**src/rtl/i2c_target.sv**
```systemverilog
// I2C target responder with a small byte-wide register file.
//
// Bus side: the initiator writes a register pointer, then either writes data bytes
// (auto-incrementing pointer) or issues a repeated START and reads bytes back.
// Host side: direct single-cycle write and registered read of the same registers.
//
// Ports:
//   clk, reset        system clock (>= 8x SCL), synchronous active-high reset
//   scl_in, sda_in    raw asynchronous bus pin levels
//   sda_oe            1 pulls SDA low (open drain), 0 releases it
//   host_addr/wdata/we, host_rdata   host register access, 1-cycle read latency
//   busy              set by an address match, cleared by STOP or reset
//   wr_strobe/wr_index   one-cycle pulse and register index per bus-written byte
module i2c_target #(
  parameter logic [6:0]  ADDRESS  = 7'h50,
  parameter int unsigned REG_BITS = 4
) (
  input  logic                clk,
  input  logic                reset,
  input  logic                scl_in,
  input  logic                sda_in,
  output logic                sda_oe,
  input  logic [REG_BITS-1:0] host_addr,
  input  logic [7:0]          host_wdata,
  input  logic                host_we,
  output logic [7:0]          host_rdata,
  output logic                busy,
  output logic                wr_strobe,
  output logic [REG_BITS-1:0] wr_index
);

  localparam int unsigned NumRegs = 2 ** REG_BITS;

  typedef enum logic [3:0] {
    StIdle, StAddr, StAddrAck, StPtr, StPtrAck,
    StWdata, StWdataAck, StRdata, StRdataAck, StIgnore
  } state_e;

  // Input conditioning: 2-FF synchronizer plus a previous-value stage per pin.
  logic [1:0] scl_sync_q, sda_sync_q;
  logic       scl_prev_q, sda_prev_q;

  always_ff @(posedge clk) begin
    if (reset) begin
      scl_sync_q <= 2'b11;
      sda_sync_q <= 2'b11;
      scl_prev_q <= 1'b1;
      sda_prev_q <= 1'b1;
    end else begin
      scl_sync_q <= {scl_sync_q[0], scl_in};
      sda_sync_q <= {sda_sync_q[0], sda_in};
      scl_prev_q <= scl_sync_q[1];
      sda_prev_q <= sda_sync_q[1];
    end
  end

  logic scl_s, sda_s, scl_rise, scl_fall, start_det, stop_det;
  assign scl_s     = scl_sync_q[1];
  assign sda_s     = sda_sync_q[1];
  assign scl_rise  = scl_s & ~scl_prev_q;
  assign scl_fall  = ~scl_s & scl_prev_q;
  // SCL must be high on both samples so an SDA change next to an SCL edge is not a condition.
  assign start_det = scl_s & scl_prev_q & sda_prev_q & ~sda_s;
  assign stop_det  = scl_s & scl_prev_q & ~sda_prev_q & sda_s;

  state_e              state_q, state_d;
  logic [3:0]          cnt_q, cnt_d;
  logic [7:0]          shift_q, shift_d;
  logic [REG_BITS-1:0] ptr_q, ptr_d;
  logic [REG_BITS-1:0] wr_index_q, wr_index_d;
  logic                sda_oe_q, sda_oe_d;
  logic                busy_q, busy_d;
  logic                nack_q, nack_d;
  logic                wr_strobe_q;
  logic                bus_we;
  logic [7:0]          host_rdata_q;
  logic [7:0]          regs_q [NumRegs];

  always_ff @(posedge clk) begin
    if (reset) begin
      state_q      <= StIdle;
      cnt_q        <= '0;
      shift_q      <= '0;
      ptr_q        <= '0;
      wr_index_q   <= '0;
      sda_oe_q     <= 1'b0;
      busy_q       <= 1'b0;
      nack_q       <= 1'b1;
      wr_strobe_q  <= 1'b0;
      host_rdata_q <= '0;
    end else begin
      state_q      <= state_d;
      cnt_q        <= cnt_d;
      shift_q      <= shift_d;
      ptr_q        <= ptr_d;
      wr_index_q   <= wr_index_d;
      sda_oe_q     <= sda_oe_d;
      busy_q       <= busy_d;
      nack_q       <= nack_d;
      wr_strobe_q  <= bus_we;
      host_rdata_q <= regs_q[host_addr];
    end
  end

  // Register file is never cleared; the host write is applied last so it wins a collision.
  always_ff @(posedge clk) begin
    if (bus_we && !reset) regs_q[ptr_q] <= shift_q;
    if (host_we) regs_q[host_addr] <= host_wdata;
  end

  always_comb begin
    state_d    = state_q;
    cnt_d      = cnt_q;
    shift_d    = shift_q;
    ptr_d      = ptr_q;
    wr_index_d = wr_index_q;
    sda_oe_d   = sda_oe_q;
    busy_d     = busy_q;
    nack_d     = nack_q;
    bus_we     = 1'b0;

    if (stop_det) begin
      state_d  = StIdle;
      sda_oe_d = 1'b0;
      busy_d   = 1'b0;
      cnt_d    = '0;
    end else if (start_det) begin
      state_d  = StAddr;
      sda_oe_d = 1'b0;
      cnt_d    = '0;
    end else begin
      unique case (state_q)
        StIdle, StIgnore: sda_oe_d = 1'b0;

        StAddr, StPtr, StWdata: begin
          if (scl_rise && cnt_q != 4'd8) begin
            shift_d = {shift_q[6:0], sda_s};
            cnt_d   = cnt_q + 4'd1;
          end else if (scl_fall && cnt_q == 4'd8) begin
            cnt_d = '0;
            if (state_q == StAddr) begin
              if (shift_q[7:1] == ADDRESS) begin
                sda_oe_d = 1'b1;
                busy_d   = 1'b1;
                state_d  = StAddrAck;
              end else begin
                sda_oe_d = 1'b0;
                state_d  = StIgnore;
              end
            end else if (state_q == StPtr) begin
              ptr_d    = shift_q[REG_BITS-1:0];
              sda_oe_d = 1'b1;
              state_d  = StPtrAck;
            end else begin
              bus_we     = 1'b1;
              wr_index_d = ptr_q;
              ptr_d      = ptr_q + 1'b1;
              sda_oe_d   = 1'b1;
              state_d    = StWdataAck;
            end
          end
        end

        StAddrAck: begin
          if (scl_fall) begin
            cnt_d = '0;
            // R/W bit is still in shift_q[0]: nothing shifts during the ACK slot.
            if (!shift_q[0]) begin
              sda_oe_d = 1'b0;
              state_d  = StPtr;
            end else begin
              shift_d  = regs_q[ptr_q];
              sda_oe_d = ~regs_q[ptr_q][7];
              state_d  = StRdata;
            end
          end
        end

        StPtrAck, StWdataAck: begin
          if (scl_fall) begin
            sda_oe_d = 1'b0;
            cnt_d    = '0;
            state_d  = StWdata;
          end
        end

        StRdata: begin
          if (scl_fall) begin
            if (cnt_q == 4'd7) begin
              sda_oe_d = 1'b0;
              ptr_d    = ptr_q + 1'b1;
              cnt_d    = '0;
              nack_d   = 1'b1;
              state_d  = StRdataAck;
            end else begin
              shift_d  = {shift_q[6:0], 1'b0};
              sda_oe_d = ~shift_q[6];
              cnt_d    = cnt_q + 4'd1;
            end
          end
        end

        StRdataAck: begin
          if (scl_rise) begin
            nack_d = sda_s;
          end else if (scl_fall) begin
            cnt_d = '0;
            if (!nack_q) begin
              shift_d  = regs_q[ptr_q];
              sda_oe_d = ~regs_q[ptr_q][7];
              state_d  = StRdata;
            end else begin
              sda_oe_d = 1'b0;
              state_d  = StIgnore;
            end
          end
        end

        default: begin
          sda_oe_d = 1'b0;
          state_d  = StIdle;
        end
      endcase
    end
  end

  assign sda_oe     = sda_oe_q;
  assign busy       = busy_q;
  assign wr_strobe  = wr_strobe_q;
  assign wr_index   = wr_index_q;
  assign host_rdata = host_rdata_q;

endmodule

```
**config.mk**
```make
export PLATFORM = sky130hd
export DESIGN_NAME = i2c_target
export DESIGN_NICKNAME = d
export VERILOG_FILES = /design/src/rtl/i2c_target.sv
export SDC_FILE = /design/constraint.sdc
export NUM_CORES = 1
export LEC_CHECK = 0
export CAP_MARGIN = 0
export CORE_AREA = 2 2 161 163
export CTS_CLUSTER_SIZE = 10
export DETAILED_ROUTE_END_ITERATION = 8
export DIE_AREA = 0 0 163 165
export SLEW_MARGIN = 5
export SYNTH_ARGS = -nofsm -noshare
export SYNTH_HDL_FRONTEND = slang
export SYNTH_SLANG_ARGS = --single-unit
```
**constraint.sdc**
```tcl
create_clock -name clk -period 3.02 [get_ports clk]
set_clock_uncertainty 0.15 [all_clocks]
set_input_delay 0.755 -clock clk [delete_from_list [all_inputs] [get_ports clk]]
set_output_delay 0.755 -clock clk [all_outputs]
set_load 0.01 [all_outputs]
```
After elaboration in Yosys (flattened, before gate mapping)
Memories as Yosys holds them, arrays and structs flattened. A register that Yosys moved wholly into a read port is not among the register bits.
Cells that the tools add are included.
W data, S select, Z words.

storage, ports and cells
  register bits = 34
  input port bits = 17
  output and inout bits = 15
  memories = 1
  memory bits (writable) = 128
  logic and storage cells = 167

operators by class
  equal/unequal tests = 37
  multiplexer cells = 68
  reductions and logical operators = 25
  bitwise logic cells = 19
  $add $sub $neg = 2

memory list
  memory  words  bits a word  read ports  clocked after Yosys merged registers in  write ports  RTL line  RTL
  regs_q  16     8            2           2                                        2            77        logic [7:0] regs_q [NumRegs];

operators with widths
  kind                   count
  $mux W4                25
  $mux W8                8
  $pmux W8 S4            1
  $ne A2 B2 Y1 const B   15
  $mux W1                27
  $ne A3 B3 Y1 const B   9
  $pmux W4 S6            1
  $eq A4 B3 Y1 const B   5
  $reduce_and A9 Y1      2
  $pmux W4 S4            1
  $reduce_and A7 Y1      2
  $eq A4 B4 Y1 const B   3
  $not A1 Y1             12
  $reduce_and A6 Y1      2
  $reduce_and A11 Y1     1
  $reduce_and A10 Y1     1
  $reduce_or A3 Y1       3
  $add A4 B1 Y4 const B  2
  $eq A4 B2 Y1 const B   2
  $pmux W4 S2            1
  $reduce_and A8 Y1      1
  $reduce_bool A4 Y1     2
  $and A1 B1 Y1          7
  $eq A7 B7 Y1 const B   1
  other kinds (12)       17

Depth between registers and ports, before layout
  depth after elaboration = 11
  gate-level depth with buffers = 8
  depth with buffers taken out = 7

Worst setup path after synthesis
No wires, ideal clock.

  path type = input port to flip-flop
  start = in host_addr[0]
  end = mem regs_q[3][0], enable pin
  stages = 6
  arrival = 2.371 ns
  setup time = 0.326 ns
  path buffers = 3
  slack = 0.173 ns
  required time = 2.544 ns
  path through = buf_2 buf_2 nand2_1 nor3_1 clkbuf_1 a21o_1

RTL lines
  item             RTL line  RTL
  start, declared  23        input logic [REG_BITS-1:0] host_addr,
  end, declared    77

Worst setup path in the final report
  start = reg state_q[2]
  end = reg shift_q[7]

on the way
  word-level cells in the longest chain between the ends = 4
  elaborated cells between the ends (all ways) = 18
  classes of those cells = eq/ne (14); mux (1); reduce/logical (3)

RTL lines
  item                                                                        RTL line  RTL
  start, declared                                                             66        state_e state_q, state_d;
  start signal, assigned                                                      81        state_q <= StIdle;
  start signal, assigned                                                      92        state_q <= state_d;
  $eq A4 B1 Y1, or another cell as far along                                  132       unique case (state_q)
  $reduce_or A3 Y1                                                            132
  $reduce_bool A4 Y1 (no source line) / $ne A2 B2 Y1 (equally long branches)  n/a
  $reduce_and A11 Y1 (no source line)                                         n/a
  end signal, assigned                                                        94        shift_q <= shift_d;
  end, declared                                                               68        logic [7:0] shift_q, shift_d;

Parallel ways exist; a longest one is shown, timed or not.
A chain may end at the register's enable or synchronous reset.

==> results.yml <==
cells_and_area:
  final_area_sq_mm: 0.01142
  final_net_count: 887
  n_antenna_cell: 0
  area_growth_pct: 15.14
  drive_gt1_share_pct: 25.09
  stdcell_count: 1207
  fin_util_pct: 45.63
floorplan:
  num_rows: 58
  start_util_pct: 39.63
  fp.dieW_um: 163
  dieHeight_um: 165
  ios: 32
  die-area_sq_mm: 0.02690
  design.core.area_sq_mm: 0.02504
power_and_ir_drop:
  leakage_nw: 3.933
  peakVddDrop_mv: 0.3306
  total_power_mw: 5.841
  p_per_area_mw_per_mm2: 511.3
synth:
  syn-num-nets: 849
  yosysSeqAreaShare_pct: 48.02
  synth.largest_area_cell: "edfxtp_1"
  synth_warnings: 0
  synth_edf_count: 128
  ys_ff_latch: 174
  async_reset_ff_share_pct: 0
  ys.flop_type: "edfxtp_1"
  syn_area_sq_mm: 0.009922
  synth.top_cell.area_share_pct: 38.74
  synth.avg_cell_area_sq_um: 12.01
  synth.distinct_cells: 72
  synth_area_leaders: "edfxtp_1 (39%), mux4_2 (15%), dfxtp_1 (9.3%)"
  synthesis.instances: 826
job:
  cap_violations: 0
sta:
  finalMaxSlewViolations: 0
  rsz0062_at_grt: "false"
  max_clock_freq_mhz: 375.9
  timing.setup.tns_ns: 0
  setup_viol_count_final: 0
  period_share_pct: 88.10
  final-hold-violation-count: 0
  tightest_slew_ns: 0.9874
  max_slew_margin_pct: 33.61
  min_period_ns: 2.660
  fin_ws_ns: 0.3595
  whs_ns: 0.2529
grt:
  use_met2_pct: 34.75
  overflow: 0
  antenna_found_initial: 0
  first_global_vias: 6909
  grt.met3_usage_pct: 3.415
  grt.total_usage_pct: 21.65
  grt_start_max_net_pins: 22
  met1_usage_pct: 30.20
  busiest_layer: "met2"
  grt_first_pass_wirelength_um: 42930
worst_setup_path:
  worstSetupStartpoint: "state_q[2]"
  crit_path_start_kind: "register"
  reg2reg_from: "state_q[2]"
  crit_type: "register to register"
  cp-end-kind: "register"
  critPathMaxFanout: 12
  required_ns: 3.20
  crit_arrival_ns: 2.84
route:
  ant_nets: 0
  drc: 0
  drtIter0Drc: 786
  drt-wirelength-per-cell_um: 23.26
  wl_um: 28070
  dr_total_vias: 7187
  viasPerCell: 5.954
  firstDrtPassIters: 5
place:
  hpwl_um: 20200
  dp_slack_ns: -0.01751
  postPlaceCellArea_sq_mm: 0.01084
  port_buffers: 31
  placedCellCount: 1175
  gp_congestion: 0.8766
clock_network:
  clk_latency_ns: 0.44
  cts_tree: "yes"
  postCtsHoldBufs: 0
  cts.sinks: 174
  cts_htree_levels: 4
  cts_max_path_buffers: 2
  postCtsSetupBuffers: 0
  clk_root_buffer_cell: "clkbuf_16"
  clk_pin_slew_ns: 0.07
  post_cts_resized: 0
  cts_inserted_buffers: 17
hold_path:
  hp-class: "register to register"
  min_from: "scl_sync_q[0]"
run_status:
  status: "completed"
## critical path: stages (launching register included)
cell and delay [ns]:
dfxtp_1 0.63, nand2_2 0.19, o21a_1 0.25, a221oi_1 0.50
nand3_1 0.39, o311a_1 0.44
## synth_stat cells, types with 12 or more instances
cell type / number
o21ai_0: 94
dfxtp_1: 46
a21oi_1: 17
mux2_2: 42
nor2_1: 29
buf_2: 15
edfxtp_1: 128
nand2_1: 102
nor3_1: 20
clkbuf_1: 50
nand3_1: 12
inv_1: 17
mux2i_1: 21
mux4_2: 68
## cells in the final DEF, fill, tap and decap left out, drive strengths merged, types with 12 or more instances in the layout
master / count
mux2: 51
mux4: 72
nor3: 20
nor2: 29
nand2: 103
clkdlybuf4s50: 29
inv: 22
a21oi: 18
dfxtp: 46
nand3: 12
mux2i: 21
o21ai: 98
clkbuf: 17
buf: 62
edfxtp: 128
## sequential cells by signal (all words and copies together), names as in the netlist, 2 cells and up, named ones only
register,count
regs_q,128
host_rdata,8
shift_q,8
cnt_q,4
ptr_q,4
state_q,4
wr_index,4
scl_sync_q,2
sda_sync_q,2
## routing by layer
metal / vias to the layer above / share of wire (%)
li1: 3255 / -
met1: 3572 / 44
met2: 317 / 47
met3: 43 / 6.3
met4: 0 / 2.2
met5: - / 0
## worst paths after layout
| path | slack [ns] | cells past startpoint | endpoint |
|---|---|---|---|
| max | 0.36 | 5 | shift_q[7] |
| min | 0.25 | 1 | scl_sync_q[1] |
| max reg2reg | 0.36 | 5 | shift_q[7] |
| min reg2reg | 0.25 | 1 | scl_sync_q[1] |
## cell families (layout without fill, tap and decap cells)
kind of cell | after synthesis | in the layout | share of synthesized area [%]
AOI/OAI and AO/OA | 188 | 188 | 11.97
xor gates and xnor gates | 2 | 2 | 0.1766
adders and majority gates | 6 | 6 | 0.7566
buffers and inverters | 89 | 140 | 3.682
DFF | 174 | 174 | 48.02
muxes | 144 | 144 | 24.40
and+or+nand+nor | 223 | 223 | 11.00
## power by group
part | switching (mW) | internal (mW) | total (mW)
clock | 1.08 | 1.10 | 2.18
combinational | 0.486 | 0.376 | 0.862
sequential | 0.0843 | 2.71 | 2.80
total | 1.65 | 4.19 | 5.84
## layout make-up
| cell class | instances | area, sq um |
|---|---|---|
| Inverter | 17 | 63.81 |
| Fill cell | 2288 | 13610 |
| Tap cell | 330 | 412.9 |
| Clock buffer | 17 | 425.4 |
| Multi-Input combinational cell | 563 | 4798 |
| Sequential cell | 174 | 4766 |
| Clock inverter | 15 | 157.7 |
| Timing Repair Buffer | 91 | 800.8 |
Power figures use the tool's default switching activity.
